`src/rtl/mem_stage_sram_ctrl_if.sv`:
```
// mem_stage_sram_ctrl_if: bundles the pipeline-side request/response signals and the
// 16-bit asynchronous SRAM pins of the MEM-stage SRAM controller.
//   slave  : the controller itself
//   master : the environment (EX/MEM + MEM/WB registers and the SRAM device)
interface mem_stage_sram_ctrl_if #(
    parameter int SRAM_AW = 18
);
    // Pipeline side
    logic               rd_en;
    logic               wr_en;
    logic [31:0]        address;
    logic [31:0]        write_data;
    logic [31:0]        read_data;
    logic               memReady;
    // SRAM side
    logic [SRAM_AW-1:0] sram_addr;
    logic [15:0]        sram_dq_out;
    logic [15:0]        sram_dq_in;
    logic               sram_dq_oe;
    logic               sram_we_n;
    logic               sram_oe_n;

    modport slave (
        input  rd_en, wr_en, address, write_data, sram_dq_in,
        output read_data, memReady, sram_addr, sram_dq_out, sram_dq_oe, sram_we_n, sram_oe_n
    );

    modport master (
        output rd_en, wr_en, address, write_data, sram_dq_in,
        input  read_data, memReady, sram_addr, sram_dq_out, sram_dq_oe, sram_we_n, sram_oe_n
    );
endinterface

```
`src/rtl/mem_stage_sram_ctrl.sv`:
```
// mem_stage_sram_ctrl: MEM-stage memory controller. A 32-bit load/store is split into
// two 16-bit SRAM accesses (low half-word first, then high half-word), each held for
// WAIT_CYCLES+1 cycles. memReady is low while an access is in flight so the pipeline
// freezes. SRAM pins are registered and computed from the next state so the strobes
// line up with the state they belong to.
// Optional feature macro: SRAM_ADDR_CHECK_EN -- out-of-range requests are rejected
// without touching the SRAM and flagged on a sticky addr_err output.
module mem_stage_sram_ctrl #(
    parameter logic [31:0] BASE_ADDR   = 32'd1024,
    parameter int          SRAM_AW     = 18,
    parameter int          WAIT_CYCLES = 1
) (
    input  logic clk,
    input  logic rst_n,
`ifdef SRAM_ADDR_CHECK_EN
    output logic addr_err,
`endif
    mem_stage_sram_ctrl_if.slave bus
);

    // 32-bit word index width: one SRAM address bit selects the half-word.
    localparam int         WORD_W    = SRAM_AW - 1;
    localparam logic [3:0] WAIT_LAST = 4'(WAIT_CYCLES);

    typedef enum logic [1:0] {
        ST_IDLE = 2'd0,
        ST_LO   = 2'd1,
        ST_HI   = 2'd2,
        ST_DONE = 2'd3
    } state_t;

    state_t              state_r;
    state_t              state_nxt_s;
    logic [3:0]          cnt_r;
    logic [3:0]          cnt_nxt_s;

    // Transaction latched on entry; later input changes are ignored.
    logic [WORD_W-1:0]   word_r;
    logic [31:0]         data_r;
    logic                wr_r;

    logic [31:0]         read_data_r;

    logic [SRAM_AW-1:0]  sram_addr_r;
    logic [SRAM_AW-1:0]  sram_addr_nxt_s;
    logic [15:0]         sram_dq_out_r;
    logic [15:0]         sram_dq_out_nxt_s;
    logic                sram_dq_oe_r;
    logic                sram_dq_oe_nxt_s;
    logic                sram_we_n_r;
    logic                sram_we_n_nxt_s;
    logic                sram_oe_n_r;
    logic                sram_oe_n_nxt_s;

    logic                req_s;
    logic                start_s;
    logic                phase_last_s;
    logic                in_range_s;
    logic                rd_clear_s;
    logic                mem_ready_s;
    logic [31:0]         offset_s;
    logic [WORD_W-1:0]   cap_word_s;
    logic [WORD_W-1:0]   eff_word_s;
    logic [31:0]         eff_data_s;
    logic                eff_wr_s;
    logic                unused_addr_bits_s;

    assign req_s        = bus.rd_en | bus.wr_en;
    assign start_s      = (state_r == ST_IDLE);
    assign phase_last_s = (cnt_r == WAIT_LAST);

    // Byte offset into the SRAM window; byte-in-word bits are dropped and the word
    // index is truncated, so out-of-window addresses alias when no check is built in.
    assign offset_s   = bus.address - BASE_ADDR;
    assign cap_word_s = offset_s[SRAM_AW:2];

    // Bits that do not take part in the word index (kept only for range checking).
    assign unused_addr_bits_s = ^{offset_s[31:SRAM_AW+1], offset_s[1:0]};

`ifdef SRAM_ADDR_CHECK_EN
    assign in_range_s = (bus.address >= BASE_ADDR) &&
                        (offset_s[31:SRAM_AW+1] == {(31-SRAM_AW){1'b0}});
    assign rd_clear_s = start_s & req_s & ~in_range_s & ~bus.wr_en;
`else
    assign in_range_s = 1'b1;
    assign rd_clear_s = 1'b0;
`endif

    // Transaction used to pre-compute the pins: fresh inputs when leaving IDLE,
    // otherwise the latched copy.
    assign eff_word_s = start_s ? cap_word_s     : word_r;
    assign eff_data_s = start_s ? bus.write_data : data_r;
    assign eff_wr_s   = start_s ? bus.wr_en      : wr_r;

    // Next-state and wait-counter logic.
    always_comb begin
        state_nxt_s = state_r;
        cnt_nxt_s   = cnt_r;
        case (state_r)
            ST_IDLE: begin
                cnt_nxt_s = 4'd0;
                if (req_s) begin
                    if (in_range_s) begin
                        state_nxt_s = ST_LO;
                    end else begin
                        state_nxt_s = ST_DONE;
                    end
                end else begin
                    state_nxt_s = ST_IDLE;
                end
            end
            ST_LO: begin
                if (phase_last_s) begin
                    state_nxt_s = ST_HI;
                    cnt_nxt_s   = 4'd0;
                end else begin
                    cnt_nxt_s   = cnt_r + 4'd1;
                end
            end
            ST_HI: begin
                if (phase_last_s) begin
                    state_nxt_s = ST_DONE;
                    cnt_nxt_s   = 4'd0;
                end else begin
                    cnt_nxt_s   = cnt_r + 4'd1;
                end
            end
            ST_DONE: begin
                // Never restart from DONE: a request still held here is the one
                // just served and must not be replayed.
                state_nxt_s = ST_IDLE;
                cnt_nxt_s   = 4'd0;
            end
            default: begin
                state_nxt_s = ST_IDLE;
                cnt_nxt_s   = 4'd0;
            end
        endcase
    end

    // Pipeline stall: busy in LO/HI, released in DONE or when idle with no request.
    always_comb begin
        mem_ready_s = 1'b0;
        case (state_r)
            ST_IDLE: mem_ready_s = ~req_s;
            ST_LO:   mem_ready_s = 1'b0;
            ST_HI:   mem_ready_s = 1'b0;
            ST_DONE: mem_ready_s = 1'b1;
            default: mem_ready_s = 1'b0;
        endcase
    end

    // SRAM pin values for the state being entered on the next edge.
    always_comb begin
        sram_addr_nxt_s   = {SRAM_AW{1'b0}};
        sram_dq_out_nxt_s = 16'h0000;
        sram_dq_oe_nxt_s  = 1'b0;
        sram_we_n_nxt_s   = 1'b1;
        sram_oe_n_nxt_s   = 1'b1;
        case (state_nxt_s)
            ST_LO: begin
                sram_addr_nxt_s = {eff_word_s, 1'b0};
                if (eff_wr_s) begin
                    sram_dq_oe_nxt_s  = 1'b1;
                    sram_we_n_nxt_s   = 1'b0;
                    sram_dq_out_nxt_s = eff_data_s[15:0];
                end else begin
                    sram_oe_n_nxt_s   = 1'b0;
                end
            end
            ST_HI: begin
                sram_addr_nxt_s = {eff_word_s, 1'b1};
                if (eff_wr_s) begin
                    sram_dq_oe_nxt_s  = 1'b1;
                    sram_we_n_nxt_s   = 1'b0;
                    sram_dq_out_nxt_s = eff_data_s[31:16];
                end else begin
                    sram_oe_n_nxt_s   = 1'b0;
                end
            end
            default: begin
                sram_addr_nxt_s = {SRAM_AW{1'b0}};
            end
        endcase
    end

    // State register and wait counter.
    always_ff @(posedge clk or negedge rst_n) begin
        if (!rst_n) begin
            state_r <= ST_IDLE;
            cnt_r   <= 4'd0;
        end else begin
            state_r <= state_nxt_s;
            cnt_r   <= cnt_nxt_s;
        end
    end

    // Latch address, store data and operation when a request is accepted.
    always_ff @(posedge clk or negedge rst_n) begin
        if (!rst_n) begin
            word_r <= {WORD_W{1'b0}};
            data_r <= 32'h0000_0000;
            wr_r   <= 1'b0;
        end else if (start_s && req_s) begin
            word_r <= cap_word_s;
            data_r <= bus.write_data;
            wr_r   <= bus.wr_en;
        end else begin
            word_r <= word_r;
            data_r <= data_r;
            wr_r   <= wr_r;
        end
    end

    // Load data: each half captured on the exit edge of its phase, held otherwise.
    always_ff @(posedge clk or negedge rst_n) begin
        if (!rst_n) begin
            read_data_r <= 32'h0000_0000;
        end else if ((state_r == ST_LO) && phase_last_s && !wr_r) begin
            read_data_r[15:0] <= bus.sram_dq_in;
        end else if ((state_r == ST_HI) && phase_last_s && !wr_r) begin
            read_data_r[31:16] <= bus.sram_dq_in;
        end else if (rd_clear_s) begin
            read_data_r <= 32'h0000_0000;
        end else begin
            read_data_r <= read_data_r;
        end
    end

    // Registered SRAM pins; reset drops every strobe immediately.
    always_ff @(posedge clk or negedge rst_n) begin
        if (!rst_n) begin
            sram_addr_r   <= {SRAM_AW{1'b0}};
            sram_dq_out_r <= 16'h0000;
            sram_dq_oe_r  <= 1'b0;
            sram_we_n_r   <= 1'b1;
            sram_oe_n_r   <= 1'b1;
        end else begin
            sram_addr_r   <= sram_addr_nxt_s;
            sram_dq_out_r <= sram_dq_out_nxt_s;
            sram_dq_oe_r  <= sram_dq_oe_nxt_s;
            sram_we_n_r   <= sram_we_n_nxt_s;
            sram_oe_n_r   <= sram_oe_n_nxt_s;
        end
    end

`ifdef SRAM_ADDR_CHECK_EN
    logic addr_err_r;

    // Sticky flag for any request rejected as out of range.
    always_ff @(posedge clk or negedge rst_n) begin
        if (!rst_n) begin
            addr_err_r <= 1'b0;
        end else if (start_s && req_s && !in_range_s) begin
            addr_err_r <= 1'b1;
        end else begin
            addr_err_r <= addr_err_r;
        end
    end

    assign addr_err = addr_err_r;
`endif

    assign bus.read_data   = read_data_r;
    assign bus.memReady    = mem_ready_s;
    assign bus.sram_addr   = sram_addr_r;
    assign bus.sram_dq_out = sram_dq_out_r;
    assign bus.sram_dq_oe  = sram_dq_oe_r;
    assign bus.sram_we_n   = sram_we_n_r;
    assign bus.sram_oe_n   = sram_oe_n_r;

endmodule
```
`src/flat_wrapper.sv`:
```
// flat-port wrapper written by rule: the top's interface ports become plain ports
module mem_stage_sram_ctrl_flat 
#(
    parameter logic [31:0] BASE_ADDR   = 32'd1024,
    parameter int          SRAM_AW     = 18,
    parameter int          WAIT_CYCLES = 1
)
  (clk, rst_n, bus_rd_en, bus_wr_en, bus_address, bus_write_data, bus_sram_dq_in, bus_read_data, bus_memReady, bus_sram_addr, bus_sram_dq_out, bus_sram_dq_oe, bus_sram_we_n, bus_sram_oe_n);
  mem_stage_sram_ctrl_if #(.SRAM_AW(SRAM_AW)) bus_i ();
  input  logic clk;
  input  logic rst_n;
  input wire logic [$bits(bus_i.rd_en)-1:0] bus_rd_en;
  input wire logic [$bits(bus_i.wr_en)-1:0] bus_wr_en;
  input wire logic [$bits(bus_i.address)-1:0] bus_address;
  input wire logic [$bits(bus_i.write_data)-1:0] bus_write_data;
  input wire logic [$bits(bus_i.sram_dq_in)-1:0] bus_sram_dq_in;
  output wire logic [$bits(bus_i.read_data)-1:0] bus_read_data;
  output wire logic [$bits(bus_i.memReady)-1:0] bus_memReady;
  output wire logic [$bits(bus_i.sram_addr)-1:0] bus_sram_addr;
  output wire logic [$bits(bus_i.sram_dq_out)-1:0] bus_sram_dq_out;
  output wire logic [$bits(bus_i.sram_dq_oe)-1:0] bus_sram_dq_oe;
  output wire logic [$bits(bus_i.sram_we_n)-1:0] bus_sram_we_n;
  output wire logic [$bits(bus_i.sram_oe_n)-1:0] bus_sram_oe_n;
  assign bus_i.rd_en = bus_rd_en;
  assign bus_i.wr_en = bus_wr_en;
  assign bus_i.address = bus_address;
  assign bus_i.write_data = bus_write_data;
  assign bus_i.sram_dq_in = bus_sram_dq_in;
  assign bus_read_data = bus_i.read_data;
  assign bus_memReady = bus_i.memReady;
  assign bus_sram_addr = bus_i.sram_addr;
  assign bus_sram_dq_out = bus_i.sram_dq_out;
  assign bus_sram_dq_oe = bus_i.sram_dq_oe;
  assign bus_sram_we_n = bus_i.sram_we_n;
  assign bus_sram_oe_n = bus_i.sram_oe_n;
  mem_stage_sram_ctrl #(.BASE_ADDR(BASE_ADDR), .SRAM_AW(SRAM_AW), .WAIT_CYCLES(WAIT_CYCLES)) u_core (.clk(clk), .rst_n(rst_n), .bus(bus_i));
endmodule
```
`config.mk`:
```
export PLATFORM = sky130hd
export DESIGN_NAME = mem_stage_sram_ctrl_flat
export DESIGN_NICKNAME = d
export VERILOG_FILES = /design/src/rtl/mem_stage_sram_ctrl_if.sv /design/src/rtl/mem_stage_sram_ctrl.sv /design/src/flat_wrapper.sv
export SDC_FILE = /design/constraint.sdc
export NUM_CORES = 1
export LEC_CHECK = 0
export CAP_MARGIN = 20
export CELL_PAD_IN_SITES_DETAIL_PLACEMENT = 2
export CELL_PAD_IN_SITES_GLOBAL_PLACEMENT = 2
export CORE_ASPECT_RATIO = 0.7
export CORE_MARGIN = 8
export CORE_UTILIZATION = 42
export CTS_CLUSTER_SIZE = 28
export DETAILED_ROUTE_END_ITERATION = 16
export DONT_BUFFER_PORTS = 1
export GPL_TIMING_DRIVEN = 0
export PLACE_DENSITY = 0.94
export SLEW_MARGIN = 5
export SYNTH_ARGS = -nofsm -noshare
export SYNTH_HDL_FRONTEND = slang
export SYNTH_SLANG_ARGS = --single-unit
```
`constraint.sdc`:
```
create_clock -name clk -period 5.28 [get_ports clk]
set_input_delay 1.056 -clock clk [delete_from_list [all_inputs] [get_ports clk]]
set_output_delay 1.056 -clock clk [all_outputs]
set_load 0.01 [all_outputs]
```
After elaboration in Yosys (flattened, before gate mapping)
Index checks and enable logic that the tools add are counted.
{"block": "totals", "in_bits": 84, "latchBits": 0, "register_bits": 125, "mem_count": 0, "romBits": 0, "mem_bits_rw": 0, "out_inout_bits": 70, "wordCells": 53}
{"block": "classes", "n_mul": 0, "n_reduce_logical": 11, "n_bitwise": 3, "muxes": 19, "n_addsub": 2, "n_shift": 0, "n_div": 0, "eq_ne": 6, "n_lt_le_gt_ge": 0}
{"cell": "$pmux W18 S2", "n": 1}
{"cell": "$mux W16", "n": 2}
{"cell": "$mux W32", "n": 1}
{"cell": "$pmux W16 S2", "n": 1}
{"cell": "$sub A19 B11 Y19 const B", "n": 1}
{"cell": "$mux W17", "n": 1}
{"cell": "$pmux W2 S4", "n": 1}
{"cell": "$pmux W4 S2", "n": 1}
{"cell": "$mux W1", "n": 7}
{"cell": "$eq A2 B2 Y1 const B", "n": 3}
{"cell": "$reduce_or A2 Y1", "n": 3}
{"cell": "$logic_and A1 B1 Y1", "n": 5}
{"cell": "$add A4 B1 Y4 const B", "n": 1}
{"cell": "$eq A2 B1 Y1 const B", "n": 2}
{"cell": "$eq A4 B1 Y1 const B", "n": 1}
{"cell": "$mux W2", "n": 2}
{"cell": "$mux W4", "n": 1}
{"cell": "$pmux W1 S3", "n": 1}
{"cell": "$logic_not A2 Y1", "n": 1}
{"cell": "$not A1 Y1", "n": 2}
{"cell": "$reduce_and A2 Y1", "n": 1}
{"cell": "$logic_not A1 Y1", "n": 1}
{"cell": "$or A1 B1 Y1", "n": 1}

Longest topological paths before layout
Gate-level depths: netlist (run 1).
{"block": "depth", "word_depth": 6, "ltp_mapped": 12}

Least setup slack after synthesis (run 1)
Ideal clock, no wire load.
{"block": "synth_timing", "path_type": "input -> register", "from": "input port bus_wr_en", "to": "register u_core.sram_dq_out_r[10] (netlist: u_core.bus.sram_dq_out[10])", "required_time_ps": 5208, "stages": 8, "t_arrival_ps": 2850, "path_buffers": 3, "path_slack_ps": 2358, "cell_sequence": "o21ai_1 -> clkbuf_1 -> o31a_1 -> ha_1 -> or2_2 -> clkbuf_1 -> clkbuf_1 -> nor2_1"}
{"block": "synth_via", "elab_chain_len": 5, "word_cells_on_any_way": 9}
{"item": "start, declared", "line": "flat_wrapper.sv:13", "rtl": "input wire logic [$bits(bus_i.wr_en)-1:0] bus_wr_en;"}
{"item": "$or A1 B1 Y1", "line": "mem_stage_sram_ctrl.sv:68", "rtl": "assign req_s = bus.rd_en | bus.wr_en;"}
{"item": "$mux W1", "line": "mem_stage_sram_ctrl.sv:102", "rtl": "if (req_s) begin"}
{"item": "$pmux W2 S4", "line": "mem_stage_sram_ctrl.sv:99", "rtl": "case (state_r)"}
{"item": "$eq A2 B2 Y1 / $eq A2 B1 Y1 (equally long branches)", "line": "mem_stage_sram_ctrl.sv:160", "rtl": "case (state_nxt_s)"}
{"item": "$pmux W16 S2 *", "line": "mem_stage_sram_ctrl.sv:160"}
{"item": "named net u_core.sram_dq_out_nxt_s[10]", "line": "mem_stage_sram_ctrl.sv:47", "rtl": "logic [15:0] sram_dq_out_nxt_s;"}
{"item": "end signal, assigned", "line": "mem_stage_sram_ctrl.sv:240", "rtl": "sram_dq_out_r <= sram_dq_out_nxt_s;"}
{"item": "end, declared", "line": "mem_stage_sram_ctrl.sv:46", "rtl": "logic [15:0] sram_dq_out_r;"}
The timed path passes the listed nets; every way through them passes the cells marked *.
A chain may end at the register's enable or synchronous reset.

Worst setup path in the final report (run 1)
{"block": "layout_timing", "from": "register u_core.state_r[0]", "to": "register u_core.sram_dq_out_r[7] (netlist: u_core.bus.sram_dq_out[7])"}
{"block": "layout_via", "elab_chain_len": 4, "word_cells_on_any_way": 14}
{"item": "start, declared", "line": "mem_stage_sram_ctrl.sv:32", "rtl": "state_t state_r;"}
{"item": "start signal, assigned", "line": "mem_stage_sram_ctrl.sv:193", "rtl": "state_r <= state_nxt_s;"}
{"item": "$eq A2 B2 Y1, or another cell as far along", "line": "mem_stage_sram_ctrl.sv:99"}
{"item": "$pmux W2 S4 *", "line": "mem_stage_sram_ctrl.sv:99"}
{"item": "named net u_core.state_nxt_s[0]", "line": "mem_stage_sram_ctrl.sv:33", "rtl": "state_t state_nxt_s;"}
{"item": "$eq A2 B2 Y1 / $eq A2 B1 Y1 (equally long branches)", "line": "mem_stage_sram_ctrl.sv:160"}
{"item": "$pmux W16 S2 *", "line": "mem_stage_sram_ctrl.sv:160"}
{"item": "named net u_core.sram_dq_out_nxt_s[7]", "line": "mem_stage_sram_ctrl.sv:47"}
Marked as above.

==> results of run 1 <==
==> metrics by stage <==
stage | setup WS [ns] | std cells
2_1_floorplan | 2.36 | 486
3_3_place_gp | 1.27 | 648
3_5_place_dp | 1.11 | 648
4_1_cts | 1.06 | 679
5_1_grt | 0.803 | 679
6_report | 1.14 | 679
==> cell usage after synthesis (3+ instances only) <==
| master | count | area share, % |
|---|---|---|
| inv_1 | 9 | 0.62 |
| mux2i_1 | 11 | 2.0 |
| buf_1 | 6 | 0.42 |
| a21oi_1 | 4 | 0.37 |
| mux2_2 | 54 | 11 |
| a31oi_1 | 8 | 0.92 |
| or3_1 | 4 | 0.46 |
| ha_1 | 10 | 2.3 |
| mux2_4 | 10 | 2.8 |
| clkbuf_1 | 16 | 1.1 |
| o21ai_0 | 15 | 1.4 |
| buf_2 | 3 | 0.28 |
| dfrtp_1 | 123 | 57 |
| a22oi_1 | 16 | 2.2 |
| nor2_1 | 37 | 2.6 |
| xnor2_1 | 5 | 0.81 |
| nand2_1 | 127 | 8.8 |
==> cell families (layout without fill, tap and decap cells) <==
family,count (synthesis),in the layout,share of synthesized area [%]
buf+inv,36,67,3.00
mux,75,75,16.0
fa+ha+maj,10,10,2.31
xor+xnor,5,5,0.808
simple gates,182,182,13.7
flops,125,125,57.8
compound gates,53,53,6.33
==> metal layers <==
metal	GRT usage, %	part of all wire [%]
met5	0	0.078
met4	5.01	1.1
met3	7.99	9.4
met2	35.1	51
met1	23.2	38
==> how the worst max path moves through the flow <==
stage                                       to         startpoint  slack (ns)  depth (start not counted)
floorplan           u_core.bus.sram_dq_out[10]          bus_wr_en        2.36                          8
global placement     u_core.bus.sram_dq_out[7]  u_core.state_r[0]        1.27                         12
detailed placement   u_core.bus.sram_dq_out[7]  u_core.state_r[0]        1.11                         12
CTS                  u_core.bus.sram_dq_out[7]  u_core.state_r[0]        1.06                         12
global route         u_core.bus.sram_dq_out[7]  u_core.state_r[0]        0.80                         12
finish               u_core.bus.sram_dq_out[7]  u_core.state_r[0]        1.14                         12
==> layout make-up <==
cell class / count / area share [%]
plain buffers: 27 / 2.07
clock buffers: 17 / 6.85
clock inverters: 14 / 2.72
inverters: 9 / 0.544
multi-input cells: 325 / 34.2
flip-flops and latches: 125 / 50.4
well taps: 162 / 3.26
==> power by group through the flow <==
stage / Sequential (uW) / Clock (uW) / Combinational, uW
floorplan: 1670 / 0 / 1220
CTS: 1790 / 1200 / 1710
global placement: 1750 / 0 / 1540
finish: 1780 / 1180 / 1680
detailed placement: 1800 / 0 / 1670
global route: 1840 / 1240 / 1870
==> flip-flops by register name (all words and copies together), names as in the netlist <==
signal	cells
u_core.bus.sram_dq_oe	1
u_core.bus.sram_we_n	1
u_core.word_r	17
u_core.bus.sram_dq_out	16
u_core.bus.sram_oe_n	1
u_core.bus.read_data	32
u_core.cnt_r	4
u_core.state_r	2
u_core.data_r	32
u_core.wr_r	1
u_core.bus.sram_addr	18
==> worst reg2reg max path: stages, from the launching register on <==
cell and delay, ns:
dfrtp_1 0.42, inv_1 0.11, ha_1 0.24, buf_2 0.29, buf_1 0.50, o21ai_1 0.37
clkbuf_1 0.36, o31ai_1 0.19, ha_1 0.21, clkbuf_1 0.45, buf_1 0.54, a22oi_1 0.21
nor2_1 0.15
==> results.tsv, run 1 <==
metric	value	unit
clkTransAtPathRegs	0.06	ns
fin_crit_sh	78.4	%
peakVddDrop	311	uV
finalHoldViolCount	0	
combPwrFrac	36.2	%
max_cap_violations	0	
ys.flop_type	dfrtp_1	
grt_usage	20.4	%
clkPwrFrac	25.5	%
cts_sinks	125	
multiInputGateArea	0.00212	sq mm
drive_gt1_share	20.9	%
syn_area	0.00542	sq mm
port_buffers	0	
p_switching	1830	uW
reg2reg_to	u_core.bus.sram_dq_out[7]	
outcome	finished, final reports clean	
tns	0	ns
vias_per_cell	5.44	
power.leakage	0.00293	uW
rows	34	
arrival	4.47	ns
synth_edf_count	0	
clock_path_buffers	2	
ant_nets	0	
finalSetupViolations	0	
swShare	39.5	%
seq_area_frac_synth	57.8	%
fmax	241	MHz
crit_path_end_kind	flip-flop	
coreArea	0.0125	sq mm
fin_worst_skew	0.00651	ns
clockRootBuffer	clkbuf_16	
hold_class	in2async	
placed_cell_area	0.00562	sq mm
htreeDepth	4	
postLayoutCoreUtil	49.7	%
drc	0	
cp_slowest_cell	buf_1	
crit_required	5.60	ns
crit_path_start_kind	flip-flop	
place_congestion	0.748	
antenna_found_initial	1	
final_common_cell	nand2_1	
ios	154	
yosys.cell_types.count	40	
initial_core_util	43.3	%
die_h	111	um
cp_num_buf_inv	6	
synth-seq-cells	125	
reg2reg_slack	1.14	ns
fillerInstances	1250	
seqPwrFrac	38.3	%
ys_warn_count	0	
grt.overflow.total	0	
cts_resized	0	
clk_latency	0.41	ns
drv_slew	0	
crit_chain	inv_1 > ha_1 > buf_2 > buf_1 > o21ai_1 > clkbuf_1 > o31ai_1 > ha_1 > clkbuf_1 > buf_1 > a22oi_1 > nor2_1	
p_per_area	747	mW/mm^2
syn-num-nets	580	
drt-total-wl	16600	um
r2r-start	u_core.state_r[0]	
die-area	0.0168	sq mm
slew-limit-headroom	54.9	%
grt_max_degree	126	
worstMarginPinSlew	0.677	ns
register_area	0.00313	sq mm
cp_top_family	buffers and inverters	
post_cts_buffers	0	
min_period	4.14	ns
grt_pass1_vias	4432	
holdWs	0.343	ns
dp_hpwl	11700	um
drtIter0Drc	112	
grt_pass1_wl	26400	um
dieWidth	152	um
post_drt_wl_per_cell	24.4	um
syn2layout_area_growth	14.7	%
cts_hold_buf	0	
drtPass1Iterations	4	
avgSynthCellArea	11.1	sq um
layout.nets	599	
cts_tree	done	
rsz0062_at_grt	no	
final_cell_mix	127 x nand2_1, 123 x dfrtp_1, 54 x mux2_2	
vias	3691	
synthCells	486	
diodes	0	
cts_buffers	17	
p_int	2810	uW
crit_path_max_fanout	10	
fin_area	0.00621	sq mm
power.total	4640	uW
ff2ff_path_depth	12	
max_stage_delay	0.54	ns
criticalPathCategory	reg2reg	
async_flop_share	100	%
Power figures use the tool's default switching activity.
==> run 2, diff against run 1 <==
--- a/config.mk
+++ b/config.mk
@@ -10,12 +10,12 @@
 export CELL_PAD_IN_SITES_GLOBAL_PLACEMENT = 2
 export CORE_ASPECT_RATIO = 0.7
 export CORE_MARGIN = 8
-export CORE_UTILIZATION = 42
+export CORE_UTILIZATION = 36
 export CTS_CLUSTER_SIZE = 28
 export DETAILED_ROUTE_END_ITERATION = 16
 export DONT_BUFFER_PORTS = 1
 export GPL_TIMING_DRIVEN = 0
-export PLACE_DENSITY = 0.94
+export PLACE_DENSITY = 0.87
 export SLEW_MARGIN = 5
 export SYNTH_ARGS = -nofsm -noshare
 export SYNTH_HDL_FRONTEND = slang
==> constraint.sdc (replaced) <==
create_clock -name clk -period 3.6 [get_ports clk]
set_input_delay 0.72 -clock clk [delete_from_list [all_inputs] [get_ports clk]]
set_output_delay 0.72 -clock clk [all_outputs]
set_load 0.01 [all_outputs]
==> run 2 against run 1 <==
Via count grew 0.57%. Die area grew 15%. Critical path depth shrank 6. Setup slack lost 0.84 ns. Non-clock buffer count shrank 2. Sequential power grew 45%. Cell count grew 4.7%. Sequential share of layout area shrank 0.83 points. Routed wire length shrank 1.1%. Highest routed layer is now met4.
==> results.tsv, run 2 (synthesis gave the netlist of run 1 again) <==
metric	value	unit	change
grt_usage	17.6	%	-2.9 points
grt_pass1_vias	4424		-0.18%
outcome	finished, final reports clean		
pre_cts_ws	-0.606	ns	-1.72 ns
fin_area	0.00632	sq mm	+1.7%
top_usage_layer	met2		
fin_worst_skew	0.00771	ns	+0.00119 ns
drc	0		unchanged
rows	37		+8.8%
met1_usage	20.1	%	-3.0 points
hold_class	in2async		
worstMarginPinSlew	0.720	ns	+0.0425 ns
drt-total-wl	16400	um	-1.1%
criticalPathCategory	reg2out		
clk_latency	0.41	ns	about the same
grt_max_degree	124		-1.6%
vias_per_cell	5.22		-4.0%
grt_pass1_wl	26200	um	-0.60%
layout.nets	597		-0.33%
startpoint	u_core.state_r[1]		
worstSetupEndpoint	bus_memReady		
setup_slack	0.301	ns	-0.837 ns
final_cell_mix	127 x nand2_1, 123 x dfrtp_1, 54 x mux2_2		
drv_slew	0		unchanged
clock_path_buffers	2		unchanged
cts_buffers	17		unchanged
tns	0	ns	unchanged
slew-limit-headroom	52.0	%	-2.8 points
grt.overflow.total	0		unchanged
finalHoldViolCount	0		unchanged
crit_chain	inv_1 > ha_1 > clkbuf_4 > o21a_1 > clkbuf_1 > nor2_1		
drtIter0Drc	189		+69%
placed_cell_area	0.00566	sq mm	+0.73%
power.leakage	0.00298	uW	+1.8%
die_h	119	um	+6.9%
crit_required	2.88	ns	-2.72 ns
coreArea	0.0147	sq mm	+18%
clkTransAtPathRegs	0.06	ns	about the same
post_drt_wl_per_cell	23.0	um	-5.6%
fin_crit_sh	91.6	%	
clockRootBuffer	clkbuf_16		
arrival	2.58	ns	-1.89 ns
cp.depth	6		-6
port_buffers	0		unchanged
crit_path_end_kind	output pin		
crit_path_max_fanout	19		+9
drive_gt1_share	22.3	%	+1.4 points
crit_path_start_kind	flip-flop		
cp_slowest_cell	clkbuf_1		
place_congestion	0.744		-0.48%
max_cap_violations	0		unchanged
r2r-start	u_core.state_r[1]		
die-area	0.0193	sq mm	+15%
antenna_found_initial	0		-1
post_cts_buffers	0		unchanged
final_common_cell	nand2_1		
diodes	0		unchanged
use_met2	29.4	%	-5.6 points
ff2ff_path_depth	10		-2
p_per_area	1090	mW/mm^2	+46%
ant_nets	0		unchanged
reg2reg_to	u_core.bus.sram_dq_out[5]		
syn2layout_area_growth	16.6	%	
dp_hpwl	11200	um	-4.6%
finalSetupViolations	0		unchanged
cp_num_buf_inv	3		-3
drtPass1Iterations	4		unchanged
cts_tree	done		
peakVddDrop	388	uV	+25%
vias	3712		+0.57%
reg2reg_slack	0.34	ns	-0.80 ns
ios	154		unchanged
fmax	303	MHz	
min_period	3.30	ns	
max_stage_delay	0.50	ns	-0.04 ns
gr-usage-met3	7.18	%	-0.82 points
dieWidth	163	um	+7.2%
htreeDepth	4		unchanged
initial_core_util	36.8	%	-6.5 points
rsz0062_at_grt	no		
cp_top_family	buffers and inverters		
cts_sinks	125		unchanged
## run 2: worst min-delay path by stage
| stage | to | startpoint | slack [ns] | cells after the start |
|---|---|---|---|---|
| 5_1_grt | u_core.bus.sram_oe_n | rst_n | 0.12 | 0 |
| 2_1_floorplan | u_core.bus.read_data[0] | rst_n | 0.42 | 0 |
| 3_3_place_gp | u_core.bus.sram_addr[16] | rst_n | 0.43 | 0 |
| 3_5_place_dp | u_core.bus.read_data[17] | rst_n | 0.43 | 0 |
| 6_report | u_core.bus.sram_we_n | rst_n | 0.15 | 0 |
| 4_1_cts | u_core.bus.sram_we_n | rst_n | 0.12 | 0 |
## run 2: area by class of cell
| cell class | count | area, sq um |
|---|---|---|
| Inverter | 9 | 33.8 |
| Clock inverter | 14 | 190 |
| Clock buffer | 18 | 439 |
| Tap cell | 195 | 244 |
| Timing Repair Buffer | 1 | 27.5 |
| Fill cell | 1516 | 8400 |
| Multi-Input combinational cell | 325 | 2130 |
| Buffer | 24 | 125 |
| Sequential cell | 125 | 3130 |
## run 2: through the flow
stage | total power, uW | util [%] | hold WS, ns | cells
3_3_place_gp | 4870 | 38.5 | 0.428 | 681
4_1_cts | 7010 | 42.9 | 0.121 | 712
3_5_place_dp | 5050 | 38.5 | 0.429 | 681
6_report | 6910 | 42.9 | 0.146 | 711
2_1_floorplan | 4230 | - | 0.424 | 486
5_1_grt | 7380 | 42.9 | 0.117 | 711
## run 2: power by group
part	internal (uW)	leakage (uW)	switching, uW
sequential	2040	0.00156	540
clock	1180	0.000307	672
combinational	1010	0.00112	1460
## run 2: what timing repair did
action	4_1_cts	5_1_grt
hold buffers	1	0
endpoints found under the setup margin	36	29
resized for setup	3	4
endpoints found under the hold margin	123	0
## run 2: per-layer routing
metal  wire (um)  vias up  part of all wire (%)
li1            -     1661                     -
met1        6720     1923                    41
met2        8020      110                    49
met3        1450       18                   8.8
met4         202        0                   1.2
met5           0        -                     0
